$ cat src/rtl/uart_apb_sequencer.sv
// uart_apb_sequencer: APB master that owns the UART slave port. After start it
// writes divisor, line control and interrupt enable, then forwards a byte
// stream, polling the status register until the TX FIFO has room before each
// TX data write.
// Build option: define UART_SEQ_TIMEOUT_EN to abandon an ACCESS phase after
// TIMEOUT_CYCLES cycles of pready low; the abandoned transfer is handled like
// pslverr.
//
// state       | meaning
// IDLE        | not configured, waiting for start_i
// CFG_SETUP   | setup phase of configuration write [idx]
// CFG_ACCESS  | access phase of configuration write [idx]
// READY       | configured, waiting for a byte
// POLL_SETUP  | setup phase of status read
// POLL_ACCESS | access phase of status read
// TX_SETUP    | setup phase of TX data write
// TX_ACCESS   | access phase of TX data write
module uart_apb_sequencer #(
  parameter int                        APB_ADDR_WIDTH = 8,
  parameter logic [APB_ADDR_WIDTH-1:0] BASE_ADDR      = 8'h00,
  parameter logic [APB_ADDR_WIDTH-1:0] OFF_DIV        = 8'h00,
  parameter logic [APB_ADDR_WIDTH-1:0] OFF_LCR        = 8'h04,
  parameter logic [APB_ADDR_WIDTH-1:0] OFF_IER        = 8'h08,
  parameter logic [APB_ADDR_WIDTH-1:0] OFF_STAT       = 8'h0C,
  parameter logic [APB_ADDR_WIDTH-1:0] OFF_TXD        = 8'h10,
  parameter int                        TXFULL_BIT     = 0,
  parameter int                        TIMEOUT_CYCLES = 64
) (
  input  logic                      clk,
  input  logic                      rst,
  input  logic                      start_i,
  input  logic [15:0]               div_i,
  input  logic [7:0]                lcr_i,
  input  logic [7:0]                ier_i,
  output logic                      cfg_done_o,
  output logic                      err_o,
  input  logic [7:0]                tx_data_i,
  input  logic                      tx_valid_i,
  output logic                      tx_ready_o,
  output logic [APB_ADDR_WIDTH-1:0] apb_addr_o,
  output logic                      apb_sel_o,
  output logic                      apb_en_o,
  output logic                      apb_wr_o,
  output logic [31:0]               apb_wdata_o,
  output logic [3:0]                apb_strb_o,
  input  logic [31:0]               apb_rdata_i,
  input  logic                      apb_ready_i,
  input  logic                      apb_err_i
);

  typedef enum logic [2:0] {
    IDLE, CFG_SETUP, CFG_ACCESS, READY, POLL_SETUP, POLL_ACCESS, TX_SETUP, TX_ACCESS
  } state_t;

  state_t state_q, state_d;
  logic [1:0]  idx_q;
  logic [15:0] div_q;
  logic [7:0]  lcr_q, ier_q, byte_q;
  logic        cfg_done_q, err_q;

  logic in_setup, in_access, start_acc, byte_acc, xfer_ok, xfer_fail, timeout;
  logic [APB_ADDR_WIDTH-1:0] offset;
  logic [31:0] wdata;
  logic        wr;

  assign in_setup  = state_q inside {CFG_SETUP, POLL_SETUP, TX_SETUP};
  assign in_access = state_q inside {CFG_ACCESS, POLL_ACCESS, TX_ACCESS};
  // A byte is never held in READY, so start is legal there at any time.
  assign start_acc = start_i && (state_q == IDLE || state_q == READY);
  // start_i wins over a byte offered in the same READY cycle.
  assign byte_acc  = tx_valid_i && tx_ready_o && !start_acc;
  // pslverr only counts with pready; a timeout can only fire with pready low.
  assign xfer_fail = in_access && ((apb_ready_i && apb_err_i) || timeout);
  assign xfer_ok   = in_access && apb_ready_i && !apb_err_i;

`ifdef UART_SEQ_TIMEOUT_EN
  localparam int TW = (TIMEOUT_CYCLES > 1) ? $clog2(TIMEOUT_CYCLES) : 1;
  logic [TW-1:0] tmo_q;

  // Down-counter reloaded in every SETUP; terminal count with pready low aborts.
  always_ff @(posedge clk) begin
    if (rst) tmo_q <= '0;
    else if (in_setup) tmo_q <= TW'(TIMEOUT_CYCLES - 1);
    else if (in_access && !apb_ready_i && tmo_q != '0) tmo_q <= tmo_q - 1'b1;
  end

  assign timeout = in_access && !apb_ready_i && (tmo_q == '0);
`else
  localparam int unused_timeout = TIMEOUT_CYCLES;
  assign timeout = 1'b0;
`endif

  // Next-state decode.
  always_comb begin
    state_d = state_q;
    unique case (state_q)
      IDLE:        if (start_acc) state_d = CFG_SETUP;
      CFG_SETUP:   state_d = CFG_ACCESS;
      CFG_ACCESS: begin
        if (xfer_fail)    state_d = IDLE;
        else if (xfer_ok) state_d = (idx_q == 2'd2) ? READY : CFG_SETUP;
      end
      READY: begin
        if (start_acc)     state_d = CFG_SETUP;
        else if (byte_acc) state_d = POLL_SETUP;
      end
      POLL_SETUP:  state_d = POLL_ACCESS;
      POLL_ACCESS: begin
        if (xfer_fail)    state_d = READY;
        else if (xfer_ok) state_d = apb_rdata_i[TXFULL_BIT] ? POLL_SETUP : TX_SETUP;
      end
      TX_SETUP:    state_d = TX_ACCESS;
      TX_ACCESS:   if (xfer_fail || xfer_ok) state_d = READY;
      default:     state_d = IDLE;
    endcase
  end

  // Address, direction and data are a function of state only, so they hold
  // steady through SETUP and every wait cycle of ACCESS.
  always_comb begin
    offset = '0;
    wdata  = '0;
    wr     = 1'b0;
    unique case (state_q)
      CFG_SETUP, CFG_ACCESS: begin
        wr = 1'b1;
        unique case (idx_q)
          2'd0:    begin offset = OFF_DIV; wdata = {16'h0, div_q}; end
          2'd1:    begin offset = OFF_LCR; wdata = {24'h0, lcr_q}; end
          default: begin offset = OFF_IER; wdata = {24'h0, ier_q}; end
        endcase
      end
      POLL_SETUP, POLL_ACCESS: offset = OFF_STAT;
      TX_SETUP, TX_ACCESS: begin
        wr     = 1'b1;
        offset = OFF_TXD;
        wdata  = {24'h0, byte_q};
      end
      default: ;
    endcase
  end

  assign apb_sel_o   = in_setup || in_access;
  assign apb_en_o    = in_access;
  assign apb_addr_o  = apb_sel_o ? (BASE_ADDR + offset) : '0;
  assign apb_wr_o    = wr;
  assign apb_wdata_o = wdata;
  assign apb_strb_o  = wr ? 4'hF : 4'h0;
  assign cfg_done_o  = cfg_done_q;
  assign err_o       = err_q;
  assign tx_ready_o  = (state_q == READY) && cfg_done_q;

  logic unused_rdata;
  assign unused_rdata = ^apb_rdata_i;

  // State register, sampled configuration, byte latch and status flags.
  always_ff @(posedge clk) begin
    if (rst) begin
      state_q    <= IDLE;
      idx_q      <= '0;
      div_q      <= '0;
      lcr_q      <= '0;
      ier_q      <= '0;
      byte_q     <= '0;
      cfg_done_q <= 1'b0;
      err_q      <= 1'b0;
    end else begin
      state_q <= state_d;
      if (start_acc) begin
        div_q      <= div_i;
        lcr_q      <= lcr_i;
        ier_q      <= ier_i;
        idx_q      <= '0;
        cfg_done_q <= 1'b0;
        err_q      <= 1'b0;
      end
      if (state_q == CFG_ACCESS && xfer_ok) begin
        if (idx_q == 2'd2) cfg_done_q <= 1'b1;
        else               idx_q      <= idx_q + 2'd1;
      end
      if (xfer_fail) err_q <= 1'b1;
      if (byte_acc)  byte_q <= tx_data_i;
    end
  end

endmodule
$ cat config.mk
export PLATFORM = sky130hd
export DESIGN_NAME = uart_apb_sequencer
export DESIGN_NICKNAME = d
export VERILOG_FILES = /design/src/rtl/uart_apb_sequencer.sv
export SDC_FILE = /design/constraint.sdc
export NUM_CORES = 1
export LEC_CHECK = 0
export ABC_AREA = 1
export CORE_MARGIN = 2
export CORE_UTILIZATION = 43
export DETAILED_ROUTE_END_ITERATION = 10
export PLACE_DENSITY = 0.91
export SLEW_MARGIN = 40
export SYNTH_ARGS = -nofsm -noshare
export SYNTH_HDL_FRONTEND = slang
export SYNTH_SLANG_ARGS = --single-unit
$ cat constraint.sdc
create_clock -name clk -period 2.4 [get_ports clk]
set_clock_uncertainty 0.2 [all_clocks]
set_input_delay 0.36 -clock clk [delete_from_list [all_inputs] [get_ports clk]]
set_output_delay 0.36 -clock clk [all_outputs]
set_load 0.005 [all_outputs]
### After elaboration in Yosys (flattened, before gate mapping)

Cells that the tools add are included.

| storage, ports and cells | value |
|---|---|
| flip-flop bits (word level) | 47 |
| word-level logic and storage cells | 73 |
| output and inout bits | 50 |

| cells by class | value |
|---|---|
| add/subtract/negate cells | 1 |
| equality and inequality tests | 14 |
| muxes and demuxes | 26 |
| reduce and logical (&&, ||, !) cells | 24 |

Operators with widths:

| kind | count |
|---|---|
| $pmux 16 s2 | 2 |
| $mux 3 | 8 |
| $pmux 3 s8 | 1 |
| $pmux 5 s3 | 1 |
| $eq 3x3->1 const B | 4 |
| $mux 2 | 5 |
| $logic_and 1x1->1 | 9 |
| $ne 3x3->1 const B | 3 |
| $mux 8 | 1 |
| $pmux 4 s2 | 1 |
| $eq 3x2->1 const B | 2 |
| $mux 1 | 6 |
| $reduce_bool 3->1 | 2 |
| $reduce_or 2->1 | 3 |
| $reduce_and 5->1 | 1 |
| $mux 4 | 1 |
| $reduce_or 4->1 | 1 |
| $eq 3x1->1 const B | 1 |
| $logic_not 3->1 | 1 |
| $logic_or 1x1->1 | 3 |
| $add 2x1->2 const B | 1 |
| $eq 2x1->1 const B | 1 |
| $eq 2x2->1 const B | 1 |
| $logic_not 1->1 | 2 |
| 4 further kinds | 4 |

### Depth between registers and ports, before layout

Gate-level depths: netlist of run 1.

| depth | value |
|---|---|
| depth in word-level cells | 8 |
| gate-level depth with buffers | 10 |

### Worst setup path before layout of run 1

OpenSTA, ideal clock, no wires.

| timing path | value |
|---|---|
| kind | register -> output |
| start | register state_q[0] |
| end | output port apb_strb_o[0] |
| data required time | 1.840 ns |
| setup slack | 0.557 ns |
| stages on the path, launching flop included | 9 |
| arrival time | 1.283 ns |
| path through | dfxtp_1 -> inv_1 -> nor2_1 -> nand2_1 -> nand2_2 -> inv_1 -> buf_2 -> nand2_1 -> buf_4 |

| between the ends | value |
|---|---|
| word-level cells in the longest chain between the ends | 4 |
| elaborated cells between the ends (all ways) | 7 |

RTL lines:

| what | line | source |
|---|---|---|
| start: declaration | 55 | `state_t state_q, state_d;` |
| start signal: assignment | 168 | `state_q <= state_d;` |
| $eq 3x1->1, or another cell as far along | 124 | `unique case (state_q)` |
| $reduce_or 4->1 (no source line) (*) | - |  |
| $mux 1 (*) | 124 |  |
| via apb_wr_o | 43 | `output logic apb_wr_o,` |
| $mux 4 (*) | 148 | `assign apb_strb_o = wr ? 4'hF : 4'h0;` |
| end: declaration | 45 | `output logic [3:0] apb_strb_o,` |

Mark *: on every way through the listed nets, which the timed path passes. The rest lies on a longest branch.

### Worst setup path after layout of run 1

| timing path | value |
|---|---|
| start | register state_q[1] |
| end | output port apb_wdata_o[12] |

| between the ends | value |
|---|---|
| word-level cells in the longest chain between the ends | 3 |
| elaborated cells between the ends (all ways) | 7 |

RTL lines:

| what | line | source |
|---|---|---|
| $eq 3x3->1, or another cell as far along | 124 |  |
| $reduce_or 2->1 | 124 |  |
| $pmux 16 s2 (*) | 124 |  |
| end: declaration | 44 | `output logic [31:0] apb_wdata_o,` |

Every way passes the cells marked *; elsewhere a longest branch is shown, timed or not.

==> out/metrics.yaml, run 1 <==
clockRootBuffer: "sky130_fd_sc_hd__clkbuf_8"
synth_enable_flop_cells: 0
grt_antenna_before_repair: 0
synth_cells: 367
clock-sinks: 47
outcome: "finished clean"
synth_largest_area_cell: "sky130_fd_sc_hd__dfxtp_1"
timing.setup.critical_path_class: "flop to primary output"
via_cell_ratio: 4.86
synth_sequential_area_ratio_pct: 38.3
grt_max_degree: 36
cell_by_cell_trace_of_the_critical_path: "nor2_4, nand2_1, nand2_2, inv_2, buf_6, nor2_1, clkdlybuf4s50_1"
timing_worst_slew_pin_value_ns: 0.510
critical_path.max_stage_delay_ns: 0.50
power_density_nw_per_um2: 775
clock_path_buffers: 2
power.leakage_uw: 0.00162
timing.final.crit_share_pct: 95.9
start_kind: "flop"
htree_num_levels: 2
nFillCells: 491
synthDominantCellAreaShare_pct: 38.3
initial_utilization_pct: 44.7
period_needed_ns: 2.30
globalplace.congestion: 0.904
final_net_count: 517
synth_area_leaders: "sky130_fd_sc_hd__dfxtp_1 38%, sky130_fd_sc_hd__nor2_1 13%, sky130_fd_sc_hd__nand2_1 9.8%"
hold_path.class: "flop to flop"
final_max_slew_viol_count: 0
design.die.area_um2: 6340
arrival_ns: 1.74
timing.critical_path.slowest_stage_cell: "sky130_fd_sc_hd__clkdlybuf4s50_1"
area_after_dpl_um2: 3130
whs_ns: 0.255
buffer_ports.inserted: 75
timing.critical_path.required_ns: 1.84
post-synth-top-count-cell: "sky130_fd_sc_hd__nor2_1"
final_layout_size_suffix_gt1_share_pct: 10.0
rsz0062_at_grt: "false"
regToRegSetupSlack_ns: 0.64
flops_latches_synth: 47
hold_viol: 0
worst_case_vdd_ir_drop_uv: 400
final_core_utilization_pct: 60.9
setup_tns_ns: 0
insertedDiodeCount: 0
die_width_um: 79.6
synth_async_sr_flop_share_pct: 0
postRouteAntennaNets: 0
insertion_delay_ns: 0.30
place.detailed.hpwl_um: 4430
total_global_routing_track_utilization_pct: 19.7
ys_types: 26
core_footprint_um2: 5510
dr.first_iter.drc_count: 120
tritoncts.num_buffers: 5
detail_route.wirelength_um: 6100
cp-end-kind: "primary output"
drt_drc_violations_left: 0
clk_pin_slew_ns: 0.09
ys.warnings.count: 0
ys_dominant_reg_cell: "sky130_fd_sc_hd__dfxtp_1"
num_vias: 2484
vertical_die_dimension_um: 79.6
grt_overflow_total: 0
mean_instance_size_in_the_synthesized_netlist_um2: 6.70
worst-path-max-fanout: 9
max_cap_violations: 0
wl_per_cell_um: 11.9
fmax_ghz: 0.435
syn2layout_area_growth_pct: 36.3
first_global_vias: 2269
top_level_ports: 128
report.final.setup_viol: 0
non_filler_cell_area_final_um2: 3350
tritoncts: "done"
total_number_of_placement_rows: 27
slew_headroom_pct: 65.9
grt_first_pass_wirelength_um: 10000
netlist_top_cells_count: "82 x sky130_fd_sc_hd__nor2_1, 64 x sky130_fd_sc_hd__nand2_1, 47 x sky130_fd_sc_hd__dfxtp_1"
syn-cell-area_um2: 2460
drt_first_pass_iters: 5
## logic make-up (layout without fill, tap and decap cells)
logic type,after synthesis,after routing,synth area share (%)
flops,47,47,38.3
buf+inv,71,123,17.0
compound gates,73,73,15.6
other cells,1,21,0.152
simple gates,175,175,29.0
## timing repair
item,CTS,global route
hold endpoints to repair,0,0
cloned,1,0
hold buffers,0,0
buffers inserted,3,2
gates resized for setup,22,19
endpoints found under the setup margin,23,14
## critical path: cells and delay by family (launching register included)
kind | cells | cell delay (ns)
simple gates | 4 | 0.36
flops | 1 | 0.39
buf+inv | 3 | 0.70
## layout make-up
cell class	instances	area (um2)	share of cell area (%)
repair inverters	1	7.51	0.224
well taps	72	90.1	2.69
clock inverters	2	37.5	1.12
multi-input cells	269	1210	36.0
flip-flops and latches	47	950	28.3
clock buffers	5	68.8	2.05
repair buffers	89	886	26.4
inverters	26	106	3.17
## worst paths after layout
kind,startpoint,end,depth (start not counted)
min,byte_q[1],byte_q[1],2
max,state_q[1],apb_wdata_o[12],7
min reg2reg,byte_q[1],byte_q[1],2
max reg2reg,state_q[1],div_q[15],7
## registers in the layout, summed over array words and instances, names as in the netlist
register	flops
ier_q	8
state_q	3
byte_q	8
idx_q	2
lcr_q	8
err_o	1
div_q	16
cfg_done_o	1
## cells in the final DEF, fill, tap and decap left out, drive strengths merged, types with 2 or more instances in the layout
cell type / n
o211ai: 2
nor2: 83
dfxtp: 47
dlygate4sd2: 8
clkdlybuf4s50: 54
nand3: 23
nand2: 68
buf: 14
clkinvlp: 3
conb: 21
o21ai: 51
inv: 25
clkbuf: 5
a21oi: 17
dlymetal6s2s: 13
## metal layers
metal  vias up  share of wire [%]  track usage (%)
met5         -                  0                0
met4         0                1.9             7.41
met3        11                7.2             2.71
met2       115                 49             34.4
met1      1095                 42             24.6
li1       1263                  -                -
## power by group
| group | internal [uW] | switching (uW) |
|---|---|---|
| logic | 461 | 569 |
| clock network | 304 | 260 |
| registers | 922 | 82.4 |
| total | 1690 | 911 |
## metrics by stage
stage | setup WS, ns | total power [uW] | std cells
6_report | 0.0993 | 2600 | 511
2_1_floorplan | 0.557 | 1710 | 387
3_5_place_dp | 0.111 | 2050 | 498
4_1_cts | 0.00692 | 2600 | 509
3_3_place_gp | 0.146 | 2010 | 498
5_1_grt | 0.0192 | 2800 | 511
(Power assumes the default switching activity.)
==> run 2: changes to the inputs <==
- CORE_MARGIN: 2 -> not set
- SKIP_CTS_REPAIR_TIMING: not set -> 1
==> out/metrics.yaml, run 2 (synthesis gave the netlist of run 1 again) <==
outcome: "finished clean"
num_vias: 2482  # -0.081%
initial_utilization_pct: 44.7  # unchanged
finalNonFillerCells: 510  # -0.20%
syn2layout_area_growth_pct: 37.3
htree_num_levels: 2  # unchanged
power.leakage_uw: 0.00173  # +6.7%
worst_case_vdd_ir_drop_uv: 455  # +14%
worst-path-max-fanout: 3  # -6
hold_depth: 2  # unchanged
clockRootBuffer: "sky130_fd_sc_hd__clkbuf_8"
layout_setup_ws_ns: 0.0552  # -0.0442 ns
pre_cts_ws_ns: 0.135  # +0.0237 ns
grt_max_degree: 34  # -5.6%
cp-startpoint: "state_q[0]"
cell_family_with_the_largest_share_of_critical_path_delay: "buffers and inverters"
whs_ns: 0.253  # -0.00157 ns
cell_by_cell_trace_of_the_critical_path: "inv_2, nor2_2, nand2_1, nand2_2, inv_1, o21ai_1, clkdlybuf4s50_1"
period_needed_ns: 2.34  # +0.0442 ns
most_used_cells_in_the_layout_excluding_fill_and_tap_cells: "80 x sky130_fd_sc_hd__nor2_1, 61 x sky130_fd_sc_hd__nand2_1, 53 x sky130_fd_sc_hd__clkdlybuf4s50_1, 45 x sky130_fd_sc_hd__o21ai_0, 44 x sky130_fd_sc_hd__dfxtp_1"
grt_first_pass_wirelength_um: 9940  # -1.1%
buffer_ports.inserted: 75  # unchanged
drt_drc_violations_left: 0  # unchanged
globalplace.congestion: 0.897  # -0.79%
clock_path_buffers: 2  # unchanged
insertion_delay_ns: 0.31  # about the same
timing.critical_path.required_ns: 1.84  # about the same
largest_register_ff_count: 16  # unchanged
regToRegSetupSlack_ns: 0.51  # -0.13 ns
insertedDiodeCount: 0  # unchanged
hold_path.class: "flop to flop"
core_footprint_um2: 5510  # unchanged
clock-sinks: 47  # unchanged
fmax_ghz: 0.426  # -1.9%
report.final.setup_viol: 0  # unchanged
top_level_ports: 128  # unchanged
placed_cells_incl_taps: 498  # unchanged
worstReg2RegStart: "state_q[1]"
hold_viol: 0  # unchanged
max_cap_violations: 0  # unchanged
total_number_of_placement_rows: 27  # unchanged
design.die.area_um2: 6030  # -5.0%
power_uw: 2670  # +2.8%
power_density_nw_per_um2: 791  # +2.0%
dr.first_iter.drc_count: 108  # -10%
die_width_um: 77.6  # -2.5%
drt_first_pass_iters: 4  # -1
final_max_slew_viol_count: 0  # unchanged
worst_setup_path_endpoint: "apb_addr_o[3]"
wl_per_cell_um: 12.2  # +2.5%
grt_antenna_before_repair: 0  # unchanged
final_core_utilization_pct: 61.3  # +0.48 points
vertical_die_dimension_um: 77.6  # -2.5%
area_taken_by_flip_flops_and_latches_um2: 950  # unchanged
timing.setup.critical_path_class: "flop to primary output"
via_cell_ratio: 4.87  # +0.12%
arrival_ns: 1.78  # +0.04 ns
ff2ff_path_depth: 8  # +1
total_global_routing_track_utilization_pct: 20.6  # +0.84 points
layout_commonest_cell: "sky130_fd_sc_hd__nor2_1"
timing.critical_path.depth: 7  # unchanged
cp-end-kind: "primary output"
tritoncts.num_buffers: 5  # unchanged
area_used_by_multi_input_combinational_logic_um2: 1210  # unchanged
timing.critical_path.slowest_stage_cell: "sky130_fd_sc_hd__clkdlybuf4s50_1"
critical_path.reg2reg.endpoint: "div_q[0]"
crit_buf_inv: 3  # unchanged
first_global_vias: 2243  # -1.1%
detail_route.wirelength_um: 6250  # +2.3%
place.detailed.hpwl_um: 4430  # +0.14%
rsz0062_at_grt: "false"
timing.final.crit_share_pct: 97.7  # +1.8 points
tritoncts: "done"
nFillCells: 497  # +1.2%
start_kind: "flop"
critical_path.max_stage_delay_ns: 0.52  # +0.02 ns
regMostFlops: "div_q"
grt_overflow_total: 0  # unchanged
postRouteAntennaNets: 0  # unchanged
final_layout_size_suffix_gt1_share_pct: 10.0  # +0.023 points
clk_pin_slew_ns: 0.09  # about the same
final_net_count: 515  # -0.39%
-- run 2: per-layer routing --
layer | track usage [%] | wire length, um
met5 | 0 | 0
met4 | 6.60 | 95
met3 | 2.82 | 366
met2 | 37.1 | 3140
met1 | 25.0 | 2640
-- run 2: per-stage QoR --
step,cell area (um2),TNS [ns]
floorplan,2530,0
global placement,3130,0
detailed placement,3130,0
CTS,3240,-3.91
global route,3380,0
finish,3380,0
-- run 2: how the worst min path moves through the flow --
stage                   start   endpoint  slack (ns)
floorplan           byte_q[0]  byte_q[0]        0.22
global placement    byte_q[5]  byte_q[5]        0.23
detailed placement  byte_q[5]  byte_q[5]        0.24
CTS                 byte_q[5]  byte_q[5]        0.25
global route        byte_q[2]  byte_q[2]        0.28
finish              byte_q[0]  byte_q[0]        0.25
-- run 2: final cells by class --
| type | instances | share of cell area [%] |
|---|---|---|
| clock buffer | 5 | 2.04 |
| clock inverter | 3 | 1.37 |
| inverter | 26 | 3.15 |
| multi-input combinational | 269 | 35.7 |
| sequential | 47 | 28.1 |
| tap | 72 | 2.67 |
| timing repair buffer | 87 | 26.7 |
| timing repair inverter | 1 | 0.222 |
-- run 2: where the power goes --
part           total, uW  switching [uW]  leakage (uW)  internal [uW]
logic               1060             579       0.00128            480
clock network        607             293     0.0000548            314
registers           1010            83.0      0.000388            922
total               2670             955       0.00173           1720
-- run 2: worst reg2reg max path, stage by stage (launching register included) --
cell and delay [ns]:
sky130_fd_sc_hd__dfxtp_4 0.38, sky130_fd_sc_hd__buf_4 0.15, sky130_fd_sc_hd__nor2_2 0.13, sky130_fd_sc_hd__nand2_2 0.09
sky130_fd_sc_hd__nand2_2 0.09, sky130_fd_sc_hd__nand2_4 0.15, sky130_fd_sc_hd__inv_2 0.42, sky130_fd_sc_hd__nor2_1 0.09
sky130_fd_sc_hd__nor2_1 0.13
==> run 3: changes to the inputs <==
- ABC_AREA: 1 -> not set
- MAX_ROUTING_LAYER: not set -> met4
- PLACE_DENSITY: 0.91 -> 0.92
==> out/metrics.yaml, run 3 <==
tritoncts: "done"
grt.met1_usage_pct: 24.8  # -0.15 points
worst-path-max-fanout: 6  # +3
pre_cts_ws_ns: 0.0142  # -0.121 ns
power_density_nw_per_um2: 609  # -23%
design.die.area_um2: 5950  # -1.2%
grt_util_met3_pct: 4.40  # +1.6 points
power.combinational.fraction_pct: 31.2  # -8.4 points
critical_path.reg2reg.endpoint: "idx_q[1]"
cp-end-kind: "primary output"
drt_drc_violations_left: 0  # unchanged
hold_depth: 2  # unchanged
mean_instance_size_in_the_synthesized_netlist_um2: 7.59  # +13%
syn-cell-area_um2: 2430  # -1.3%
initial_utilization_pct: 46.1  # +1.4 points
timing.critical_path.required_ns: 1.84  # about the same
via_cell_ratio: 5.00  # +2.7%
core_footprint_um2: 5270  # -4.3%
synth_cells: 320  # -13%
top_level_ports: 128  # unchanged
total_global_routing_track_utilization_pct: 20.7  # +0.16 points
use_met2_pct: 32.4  # -4.7 points
post-synth-top-count-cell: "sky130_fd_sc_hd__nand2_1"
clockRootBuffer: "sky130_fd_sc_hd__clkbuf_8"
outcome: "finished with violations"
max_cap_violations: 0  # unchanged
hold_path.class: "flop to flop"
arrival_ns: 1.85  # +0.07 ns
num_vias: 2298  # -7.4%
grt_max_degree: 33  # -2.9%
grt_most_used_layer: "met2"
buffer_ports.inserted: 75  # unchanged
period_needed_ns: 2.41  # +0.0603 ns
final_core_utilization_pct: 65.9  # +4.5 points
first_global_vias: 2114  # -5.8%
dr.first_iter.drc_count: 121  # +12%
ys_dominant_reg_cell: "sky130_fd_sc_hd__dfxtp_1"
ys.warnings.count: 0  # unchanged
grt_first_pass_wirelength_um: 9560  # -3.8%
grt_antenna_before_repair: 0  # unchanged
timing.hold.worst_endpoint: "div_q[12]"
synth_sequential_area_ratio_pct: 38.7  # +0.49 points
ff2ff_path_depth: 5  # -3
final_net_count: 468  # -9.1%
fmax_ghz: 0.416  # -2.5%
synth_enable_flop_cells: 0  # unchanged
start_kind: "flop"
cell_family_with_the_largest_share_of_critical_path_delay: "buffers and inverters"
tritoncts.num_buffers: 5  # unchanged
die_width_um: 77.2  # -0.62%
largest_register_ff_count: 16  # unchanged
clock_path_buffers: 2  # unchanged
clk_pin_slew_ns: 0.09  # about the same
place.detailed.hpwl_um: 4300  # -3.0%
switching_power_uw: 621  # -35%
failed_checks: "setup timing"
crit_buf_inv: 2  # -1
worstReg2RegStart: "state_q[2]"
synth_async_sr_flop_share_pct: 0  # unchanged
worst_case_vdd_ir_drop_uv: 392  # -14%
power.clock.fraction_pct: 26.6  # +3.9 points
insertedDiodeCount: 0  # unchanged
regToRegSetupSlack_ns: 0.51  # about the same
netSwitchingFraction_pct: 29.4  # -6.4 points
synth_largest_area_cell: "sky130_fd_sc_hd__dfxtp_1"
power.leakage_uw: 0.00158  # -8.4%
vertical_die_dimension_um: 77.2  # -0.62%
regMostFlops: "div_q"
insertion_delay_ns: 0.30  # about the same
ys_types: 38  # +46%
layout_setup_ws_ns: -0.00512  # -0.0603 ns
slew_headroom_pct: 60.7
timing.final.crit_share_pct: 100  # +2.5 points
total_number_of_placement_rows: 26  # -3.7%
flops_latches_synth: 47  # unchanged
globalplace.congestion: 0.797  # -11%
wl_per_cell_um: 12.8  # +4.8%
critical_path.max_stage_delay_ns: 0.50  # -0.02 ns
cell_internal_power_uw: 1490  # -13%
timing.setup.critical_path_class: "flop to primary output"
synthDominantCellAreaShare_pct: 38.7  # +0.49 points
hold_viol: 0  # unchanged
htree_num_levels: 2  # unchanged
synth_area_leaders: "sky130_fd_sc_hd__dfxtp_1 39%, sky130_fd_sc_hd__nand2_1 12%, sky130_fd_sc_hd__a21oi_1 9.7%"
postRouteAntennaNets: 0  # unchanged
detail_route.wirelength_um: 5910  # -5.4%
netlist_top_cells_count: "77 x sky130_fd_sc_hd__nand2_1, 47 x sky130_fd_sc_hd__a21oi_1, 47 x sky130_fd_sc_hd__dfxtp_1"
timing_worst_slew_pin_value_ns: 0.590
timing.critical_path.slowest_stage_cell: "sky130_fd_sc_hd__clkdlybuf4s50_1"
syn2layout_area_growth_pct: 42.9
grt_overflow_total: 0  # unchanged
rsz0062_at_grt: "true"
layout_commonest_cell: "sky130_fd_sc_hd__nand2_1"
drt_first_pass_iters: 4  # unchanged
final_max_slew_viol_count: 0  # unchanged
power.sequential.fraction_pct: 42.1  # +4.5 points
final_layout_size_suffix_gt1_share_pct: 12.8  # +2.8 points
report.final.setup_viol: 1  # +1
cell_by_cell_trace_of_the_critical_path: "or3b_1, buf_4, nand2_1, clkdlybuf4s50_1"
clock-sinks: 47  # unchanged
most_used_cells_in_the_layout_excluding_fill_and_tap_cells: "77 x sky130_fd_sc_hd__nand2_1, 55 x sky130_fd_sc_hd__clkdlybuf4s50_1, 43 x sky130_fd_sc_hd__a21oi_1, 42 x sky130_fd_sc_hd__dfxtp_1, 23 x sky130_fd_sc_hd__nor2_1"
min-delay-start: "div_q[12]"
[run 3: worst max-delay path by stage]
stage                from               to  slack, ns  cells past startpoint
5_1_grt        state_q[2]         apb_en_o      -0.07                      4
6_report       state_q[2]         apb_en_o     -0.005                      4
4_1_cts          idx_q[0]  apb_wdata_o[13]      -0.33                      5
3_5_place_dp     idx_q[0]  apb_wdata_o[13]       0.01                      5
2_1_floorplan  state_q[1]    apb_strb_o[0]       0.46                      4
3_3_place_gp     idx_q[0]   apb_wdata_o[8]       0.04                      5
[run 3: layout make-up]
cell class | instances | area, um2
flip-flops and latches | 47 | 957
clock inverters | 2 | 37.5
inverters | 5 | 18.8
fillers | 436 | 1800
clock buffers | 5 | 68.8
multi-input cells | 239 | 1350
well taps | 70 | 87.6
repair buffers | 92 | 953
[run 3: cell families after synthesis]
kind of cell	synth area share, %
compound gates	17.4
buf+inv	12.4
flops	38.7
mux	7.01
simple gates	23.5
xor+xnor	0.721
other cells	0.154
[run 3: tightest hold or removal path: stages, from the launching register on]
cell,delay [ns]
sky130_fd_sc_hd__dfxtp_1,0.31
sky130_fd_sc_hd__nand2_1,0.05
sky130_fd_sc_hd__a21oi_1,0.05
[run 3: through the flow]
| step | hold WS [ns] | power [uW] | TNS, ns | area (um2) | cells |
|---|---|---|---|---|---|
| 2_1_floorplan | 0.232 | 1270 | 0 | 2500 | 340 |
| 3_3_place_gp | 0.237 | 1490 | 0 | 3180 | 451 |
| 3_5_place_dp | 0.245 | 1510 | 0 | 3180 | 451 |
| 4_1_cts | 0.256 | 2060 | -5.15 | 3290 | 458 |
| 5_1_grt | 0.276 | 2230 | -0.188 | 3470 | 460 |
| 6_report | 0.251 | 2110 | -0.00512 | 3470 | 460 |
[run 3: metal layers]
layer / vias to the layer above / routed length (um)
met4: 0 / 207
met3: 21 / 267
met2: 87 / 2860
met1: 1029 / 2570
met5: - / 0
li1: 1161 / -
[run 3: power groups by stage]
stage	clock [uW]	sequential (uW)	combinational (uW)
after floorplan	0	893	375
after global placement	0	899	595
after detailed placement	0	903	607
after CTS	571	885	610
after global routing	608	899	726
final	562	891	660
